**config.mk**
```make
export PLATFORM = sky130hd
export DESIGN_NAME = alu_rr_sched
export DESIGN_NICKNAME = d
export VERILOG_FILES = /design/src/rtl/alu_rr_sched.sv
export SDC_FILE = /design/constraint.sdc
export NUM_CORES = 1
export LEC_CHECK = 0
export CAP_MARGIN = 20
export CORE_MARGIN = 2
export CORE_UTILIZATION = 45
export CTS_CLUSTER_SIZE = 10
export DETAILED_ROUTE_END_ITERATION = 16
export PLACE_DENSITY = 0.95
export SLEW_MARGIN = 20
export SYNTH_ARGS = -nofsm -noshare
export SYNTH_HDL_FRONTEND = slang
export SYNTH_SLANG_ARGS = --single-unit
```
**constraint.sdc**
```tcl
create_clock -name clk -period 2.6 [get_ports clk]
set_input_delay 0.65 -clock clk [delete_from_list [all_inputs] [get_ports clk]]
set_output_delay 0.65 -clock clk [all_outputs]
set_load 0.03 [all_outputs]
```
**src/rtl/alu_rr_sched.sv**
```systemverilog
// alu_rr_sched: round-robin arbiter sharing one registered 4-bit ALU between two requesters
module alu_rr_sched #(
  parameter int ALU_LAT = 1,
  parameter int CNT_W   = 8
) (
  input  logic             clk,
  input  logic             rst,
  input  logic             req0_valid,
  output logic             req0_ready,
  input  logic [3:0]       req0_a,
  input  logic [3:0]       req0_b,
  input  logic [2:0]       req0_op,
  input  logic             req1_valid,
  output logic             req1_ready,
  input  logic [3:0]       req1_a,
  input  logic [3:0]       req1_b,
  input  logic [2:0]       req1_op,
  output logic [3:0]       alu_a,
  output logic [3:0]       alu_b,
  output logic [2:0]       alu_op,
  input  logic [7:0]       alu_result,
  output logic             rsp_valid,
  input  logic             rsp_ready,
  output logic             rsp_id,
  output logic [7:0]       rsp_data,
  output logic             busy,
  output logic [CNT_W-1:0] done_cnt
);
  typedef enum logic [1:0] {IDLE, EXEC, RESP} state_t;
  state_t     r_state;
  logic       r_prio;
  logic [2:0] r_cnt;
  logic       w_any;
  logic       w_gnt;
  logic       w_idle;
  assign w_idle     = r_state == IDLE;
  assign w_any      = req0_valid | req1_valid;
  assign w_gnt      = (req0_valid & req1_valid) ? r_prio : req1_valid;
  assign req0_ready = w_idle & req0_valid & ~w_gnt;
  assign req1_ready = w_idle & req1_valid & w_gnt;
  assign busy       = ~w_idle;
  // The wait counter runs ALU_LAT cycles to zero; the result is sampled on the edge after that.
  always_ff @(posedge clk) begin
    if (rst) begin
      r_state   <= IDLE;
      r_prio    <= 1'b0;
      r_cnt     <= '0;
      alu_a     <= '0;
      alu_b     <= '0;
      alu_op    <= '0;
      rsp_valid <= 1'b0;
      rsp_id    <= 1'b0;
      rsp_data  <= '0;
      done_cnt  <= '0;
    end else begin
      case (r_state)
        IDLE: if (w_any) begin
          alu_a   <= w_gnt ? req1_a : req0_a;
          alu_b   <= w_gnt ? req1_b : req0_b;
          alu_op  <= w_gnt ? req1_op : req0_op;
          rsp_id  <= w_gnt;
          r_cnt   <= 3'(ALU_LAT);
          r_state <= EXEC;
        end
        EXEC: if (r_cnt == 3'd0) begin
          rsp_data  <= alu_result;
          rsp_valid <= 1'b1;
          r_state   <= RESP;
        end else begin
          r_cnt <= r_cnt - 3'd1;
        end
        RESP: if (rsp_ready) begin
          rsp_valid <= 1'b0;
          done_cnt  <= done_cnt + CNT_W'(1);
          r_prio    <= ~rsp_id;
          r_state   <= IDLE;
        end
        default: r_state <= IDLE;
      endcase
    end
  end
endmodule

```
==> metrics list <==
- For this run, the post-layout net count is 291.
* Area Growth Syn to Fin: 47.96%
* Mean post-synth cell area: 8.538 µm²
- Setup skew after layout: 0.008872 ns
- Largest fanout on the critical path: 4
* Combinational fraction of design power: 34.5%
- In this run, synthesis produced a sequential element count of 35.
* Post-CTS Setup Repair Bufs: 0
- Site row count: 21
- Gates resized during post-CTS repair numbered 0.
- Setup slack on the worst flop-to-flop path: 0.90 ns
- STA classifies the critical path endpoint as a primary output.
* Total Negative Setup Slacks: 0 ns
* Worst-path clk slew: 0.09 ns
- In this run the count of I/O pins placed on the die edge is 67.
* Startpoint type of the worst setup path: primary input
- In this run, CTS created clock tree buffers numbering 5.
- Proportion of synthesized flip-flops having asynchronous set or reset: 0%
* Outcome: finished, final reports clean
* Cell type with the highest aggregate area in the netlist: sky130_fd_sc_hd__dfxtp_1
- Maximum Capacitance Violations: 0
* Maximum level of the CTS H-tree: 2
- Max VDD drop: 0.0003708 V
- Syn. warnings: 0
- The die is 63.57 µm wide.
- The final route contains 1,658 vias.
- Min-delay worst type: register to register
- Number of search-and-repair iterations in the first detailed-routing pass: 4
* Routed Wire Length: 4159 µm
- The number of nets handed over by synthesis was 225.
- Setup repair after global routing left no endpoint under its margin.
- Dividing the final minimum period by the clock period gives 97.38%.
* Worst-margin pin slew: 0.8059 ns
- Cells fill 70.24% of the core in the end.
- Worst-case headroom to the max-slew limit: 46.07%
- The clock passes through at most 2 buffers.
- TritonCTS built the clock tree.
- The initial antenna violation count was 0.
- The worst setup path is of the primary input to primary output kind.
- The synthesized netlist occupies a cell area of 0.001597 mm².
- Total net switching power: 0.4734 mW
- Final hold viol count: 0
- Crit path cell chain: clkdlybuf4s50_1, and2b_1, or3_1, inv_1, buf_4
- The number of global-route vias before repair came to 1,496.
- Height of the die: 63.57 µm
- Crit path required time: 1.95 ns
- Global-route wire length before repair: 6851 µm
- Largest net degree at the start of global routing: 36
- Per report_power, the clock group accounts for 20.8% of the total.
* Cell with the largest stage delay on the worst path: sky130_fd_sc_hd__clkdlybuf4s50_1
* Number of vias per cell: 5.545
- Internal Dissipation: 0.9355 mW
- Cell types occupying the most area after synthesis: sky130_fd_sc_hd__dfxtp_1 (44%), sky130_fd_sc_hd__a21oi_1 (8.8%), sky130_fd_sc_hd__a311oi_1 (6.0%)
- Registers are responsible for 44.7% of the overall power.
- Clock Root Buffer: sky130_fd_sc_hd__clkbuf_4
- The HPWL after detailed placement is 3110 µm.
- The floorplan step defined a die boundary enclosing 0.004041 mm².
* Leakage: 0.8459 nW
* Cell family with most CP delay: buffers and inverters
- The total area inside the core boundary comes to 0.003363 mm².
- Max Transition Viols Final: 0
* Residual DRC: 0
* Worst path max stage delay: 0.45 ns
- Ratio of cells with drive above 1 in the final layout: 8.300%
* Min Clock Period, post-route: 2.532 ns
- In the final routed layout, each cell accounts on average for 13.91 µm.
- Count of flip-flops with a built-in enable after synthesis: 0
* Weighted congestion at the end of routability-driven global placement: 0.7343
- STA puts the critical path data arrival time at 1.88 ns.
- The top cell type by area accounts for 43.89% of the synthesized area.
- Final ANT Viol Nets: 0
- Global-route congestion overflow total: 0
* Number of distinct library cells after synthesis: 37
* Initial DRC Count: 98
- Clock insertion delay at the later pin of the skew report: 0.33 ns
- The cell count after synthesis came out at 187.
- Post-cts hold buffer count: 0
* Port Buffers: 66
* Switching Share: 33.60%
- Once the floorplan was initialized, standard cells occupied 47.47% of the core.
* Clock Sink Count: 35
- The number of buffers and inverters on the critical path is 3.
- Global routing used 21.62% of the available tracks.
* Sequential share of the synthesized area: 43.89%
* Setup Viol. Count Final: 0
* Cell area power density: 596.4 mW/mm²
- In the synthesized netlist the dominant register cell turns out to be sky130_fd_sc_hd__dfxtp_1.
- For this run, the top clock speed supported by timing is 0.3950 GHz.
* Diodes inserted: 0
-- cells in the mapped netlist, types with 2 or more instances --
cell,n
sky130_fd_sc_hd__nand2b_1,2
sky130_fd_sc_hd__nand3b_1,11
sky130_fd_sc_hd__a311oi_1,11
sky130_fd_sc_hd__clkbuf_1,10
sky130_fd_sc_hd__a21oi_1,28
sky130_fd_sc_hd__buf_2,3
sky130_fd_sc_hd__nand2_1,20
sky130_fd_sc_hd__o221ai_1,2
sky130_fd_sc_hd__nor2_1,8
sky130_fd_sc_hd__o21ai_0,16
sky130_fd_sc_hd__ha_1,3
sky130_fd_sc_hd__dfxtp_1,35
sky130_fd_sc_hd__or4_1,3
sky130_fd_sc_hd__o31ai_1,2
sky130_fd_sc_hd__nand4_1,2
sky130_fd_sc_hd__or3_1,5
sky130_fd_sc_hd__inv_1,6
-- state kept, by name, summed over array words and instances (netlist names) --
signal	count
rsp_valid	1
alu_b	4
alu_a	4
rsp_data	8
r_cnt	3
rsp_id	1
r_state	2
r_prio	1
done_cnt	8
alu_op	3
-- path summary, 6_finish.rpt --
check,start,to,cells after the start
worst min register to register,rsp_data[2],rsp_data[2],2
worst min-delay path,rsp_data[2],rsp_data[2],2
worst max register to register,r_state[1],alu_op[2],4
worst max-delay path,req0_valid,req1_ready,5
-- power by group through the flow --
stage	sequential [mW]	clock, mW	combinational (mW)
3_3_place_gp	0.639	0	0.476
2_1_floorplan	0.724	0	0.196
3_5_place_dp	0.640	0	0.487
4_1_cts	0.629	0.302	0.489
6_report	0.630	0.293	0.486
5_1_grt	0.637	0.332	0.521
-- metal layers --
| metal | share of wire (%) | global-route usage (%) |
|---|---|---|
| met1 | 40 | 23.14 |
| met2 | 49 | 37.11 |
| met3 | 9.9 | 9.821 |
| met4 | 1.6 | 8.152 |
| met5 | 0 | 0 |
-- layout make-up --
class / instances / area (µm²)
clock buffers: 6 / 51.30
clock inverters: 1 / 5.005
fillers: 293 / 1001
inverters: 7 / 26.28
multi-input cells: 131 / 813.3
flip-flops and latches: 35 / 700.7
well taps: 46 / 57.56
repair buffers: 73 / 708.2
-- stage by stage --
stage,cells,hold slack [ns],total power [mW],instance area [µm²],setup WS [ns]
after floorplan,187,0.4571,0.9205,1597,0.5990
after global placement,292,0.4423,1.115,2306,0.1232
after detailed placement,292,0.4465,1.128,2306,0.08250
after CTS,299,0.4606,1.420,2362,0.07569
after global routing,299,0.4927,1.491,2362,0.008128
final,299,0.4584,1.409,2362,0.06804
-- cells by family after synthesis --
| group | synth area share, % |
|---|---|
| AOI/OAI and AO/OA | 24.29 |
| xor gates and xnor gates | 1.097 |
| adders and majority gates | 2.351 |
| buffers and inverters | 5.172 |
| DFF | 43.89 |
| and+or+nand+nor | 23.20 |
-- worst min-delay path: stages, from the launching register on --
cell and delay, ns:
sky130_fd_sc_hd__dfxtp_1 0.32, sky130_fd_sc_hd__nand2_1 0.05, sky130_fd_sc_hd__a21oi_1 0.05
-- cell usage in the layout (no fill, tap or decap), types with 2 or more instances in the layout --
| cell | instances |
|---|---|
| sky130_fd_sc_hd__buf_4 | 9 |
| sky130_fd_sc_hd__nand4_1 | 2 |
| sky130_fd_sc_hd__nand2b_1 | 2 |
| sky130_fd_sc_hd__nand3b_1 | 11 |
| sky130_fd_sc_hd__nand2_1 | 20 |
| sky130_fd_sc_hd__clkbuf_4 | 5 |
| sky130_fd_sc_hd__a21oi_1 | 28 |
| sky130_fd_sc_hd__a311oi_1 | 11 |
| sky130_fd_sc_hd__or3_1 | 5 |
| sky130_fd_sc_hd__inv_1 | 6 |
| sky130_fd_sc_hd__ha_1 | 3 |
| sky130_fd_sc_hd__or4_1 | 3 |
| sky130_fd_sc_hd__clkdlybuf4s50_1 | 64 |
| sky130_fd_sc_hd__o221ai_1 | 2 |
| sky130_fd_sc_hd__o31ai_1 | 2 |
| sky130_fd_sc_hd__nor2_1 | 8 |
| sky130_fd_sc_hd__o21ai_0 | 16 |
| sky130_fd_sc_hd__dfxtp_1 | 35 |
Note: power is estimated with default switching activity, not from simulation.
==> RTL edit, RTL diff (same flow settings) <==
The parameter `CNT_W` goes from 8 to 7.
--- a/src/rtl/alu_rr_sched.sv
+++ b/src/rtl/alu_rr_sched.sv
@@ -1,7 +1,7 @@
 // alu_rr_sched: round-robin arbiter sharing one registered 4-bit ALU between two requesters
 module alu_rr_sched #(
   parameter int ALU_LAT = 1,
-  parameter int CNT_W   = 8
+  parameter int CNT_W   = 7
 ) (
   input  logic             clk,
   input  logic             rst,
Interface: changed (resized done_cnt); port bits go from 67 to 66. No check against the original RTL was run, so the function may have changed too.
==> RTL edit against the original RTL <==
  * Design area down 4.3%
  * Die area decreased by 4.0%
  * Area after synthesis is 4.3% lower
  * Fmax up 5.6%
  * Wire length is 6.8% lower
  * Setup slack better by 0.13 ns
  * Sequential cell count decreased by 1
  * Power fell by 2.1%
  * Critical path type unchanged
  * Largest power group unchanged
==> RTL edit: results (changes against the original RTL) <==
outcome complete, no violations (unchanged); met1 Resource Use GR 24.63% (was 23.14%); GRT met2 Usage 35.19% (was 37.11%); Post-Place Setup Slack 0.2230 ns (was 0.08250 ns); Worst EP arrival 1.75 ns (was 1.88 ns); Hold Startpoint rsp_data[0]$_SDFFE_PP0P_ (was rsp_data[2]$_SDFFE_PP0P_); mux share of post-synthesis cell area 1.392% (was 0%); Longest Clk Path Bufs 2 (unchanged); RR Startpoint r_state[0]$_SDFFE_PP0P_ (was r_state[1]$_SDFFE_PP0P_); Worst Skew 0.007652 ns (was 0.008872 ns); Synth top cells by count 34 x dfxtp_1, 24 x a21oi_1, 20 x nand2_1 (was 35 x dfxtp_1, 28 x a21oi_1, 20 x nand2_1); Synth area leaders dfxtp_1 45%, a21oi_1 7.9%, a311oi_1 6.3% (was dfxtp_1 44%, a21oi_1 8.8%, a311oi_1 6.0%); Seq/Total Area, Yosys 44.55% (was 43.89%); Mapped Nets 221 (was 225); Synth Area in Compound Gates 23.91% (was 24.29%); Port Buf Inserts 65 (was 66); Worst-Margin Slew 0.8249 ns (was 0.8059 ns); vias in the first global route 1486 (was 1496); largest net degree at the start of global routing 34 (was 36); Worst-Skew Late Latency roughly 0.34 ns; Post-synth ARST share 0% (unchanged); TritonCTS Buffers 5 (unchanged); share of cells above drive strength 1 6.939% (was 8.300%); nets 284 (was 291); antenna violations before repair 0 (unchanged); maximum VDD drop 0.4208 mV (was 0.3708 mV); iteration-0 DRC count of the detailed router 76 (was 98); Wirelength per Cell 13.32 um (was 13.91 um); GPL Wtd Cong 0.8152 (was 0.7343); first-pass GRT wire length 6679 um (was 6851 um); area share of fa/ha/maj cells after synthesis 2.457% (was 2.351%); Root Driver clkbuf_4 (unchanged); Post-Synth XOR/XNOR Area 1.147% (was 1.097%); HPWL Detailed 2778 um (was 3110 um); YS warnings 0 (unchanged); post_cts resized 0 (unchanged); Total Routing Usage GR 21.52% (was 21.62%); Largest regs rsp_data (8), done_cnt (7) (was done_cnt (8), rsp_data (8)); GR Layer Usage met3 9.420% (was 9.821%); Critical Path Sink req0_ready (was req1_ready); maximum fanout along the worst path 5 (was 4); critical path's largest stage delay 0.54 ns (was 0.45 ns); Leak 0.0008096 uW (was 0.0008459 uW); Top FF cell, synth dfxtp_1 (unchanged); f_max 417.1 MHz (was 395.0 MHz); worst r2r dst alu_b[3]$_SDFFE_PP0P_ (was alu_op[2]$_SDFFE_PP0P_); Vias 1569 (was 1658); flop2flop setup slack 0.96 ns (was 0.90 ns); WHS Endpoint rsp_data[0]$_SDFFE_PP0P_ (was rsp_data[2]$_SDFFE_PP0P_)
[RTL edit: cell types whose count changed after synthesis, sizes merged, moves of 3 or more]
| cell | delta |
|---|---|
| a21oi | -4 |
| buf | +3 |
| nand3 | +11 |
| or3 | -3 |
| nor2 | +3 |
| clkbuf | -3 |
| nand3b | -12 |
[RTL edit: critical path: cells and delay by family]
kind	cells	cell delay [ns]
and+or+nand+nor	3	0.40
buffers and inverters	2	0.70
[RTL edit: through the flow]
stage	hold slack [ns]	std cells	util, %	cell area (um2)	total power (uW)
final	0.4588	291	68.29	2261	1379
after global routing	0.4834	291	68.29	2261	1463
after CTS	0.4595	291	68.29	2261	1390
after detailed placement	0.4470	285	66.74	2210	1104
after global placement	0.4418	285	66.74	2210	1094
after floorplan	0.4571	183	-	1528	903.8
[RTL edit: area by class of cell]
type,count,area (um2)
Fill cell,280,1050
Multi-Input combinational cell,128,762.0
Timing Repair Buffer,70,683.2
Sequential cell,34,680.7
Tap cell,46,57.56
Clock buffer,6,51.30
Inverter,7,26.28
[RTL edit: cell families after synthesis]
kind of cell | Yosys count
AO/OA/AOI/OAI | 58
XOR/XNOR | 2
AND/OR/NAND/NOR | 63
multiplexers | 2
buffers and inverters | 21
adder cells (fa/ha/maj) | 3
flip-flops | 34
[RTL edit: where the power goes]
group | internal [uW] | switching [uW] | total [uW]
Clock | 122 | 163 | 284
Combinational | 212 | 270 | 482
Sequential | 576 | 36.2 | 613
Total | 910 | 469 | 1380
[RTL edit: per-layer routing]
layer / routed length, um / part of all wire [%]
met1: 1570 / 41
met2: 1889 / 49
met3: 345 / 8.9
met4: 70 / 1.8
met5: 0 / 0
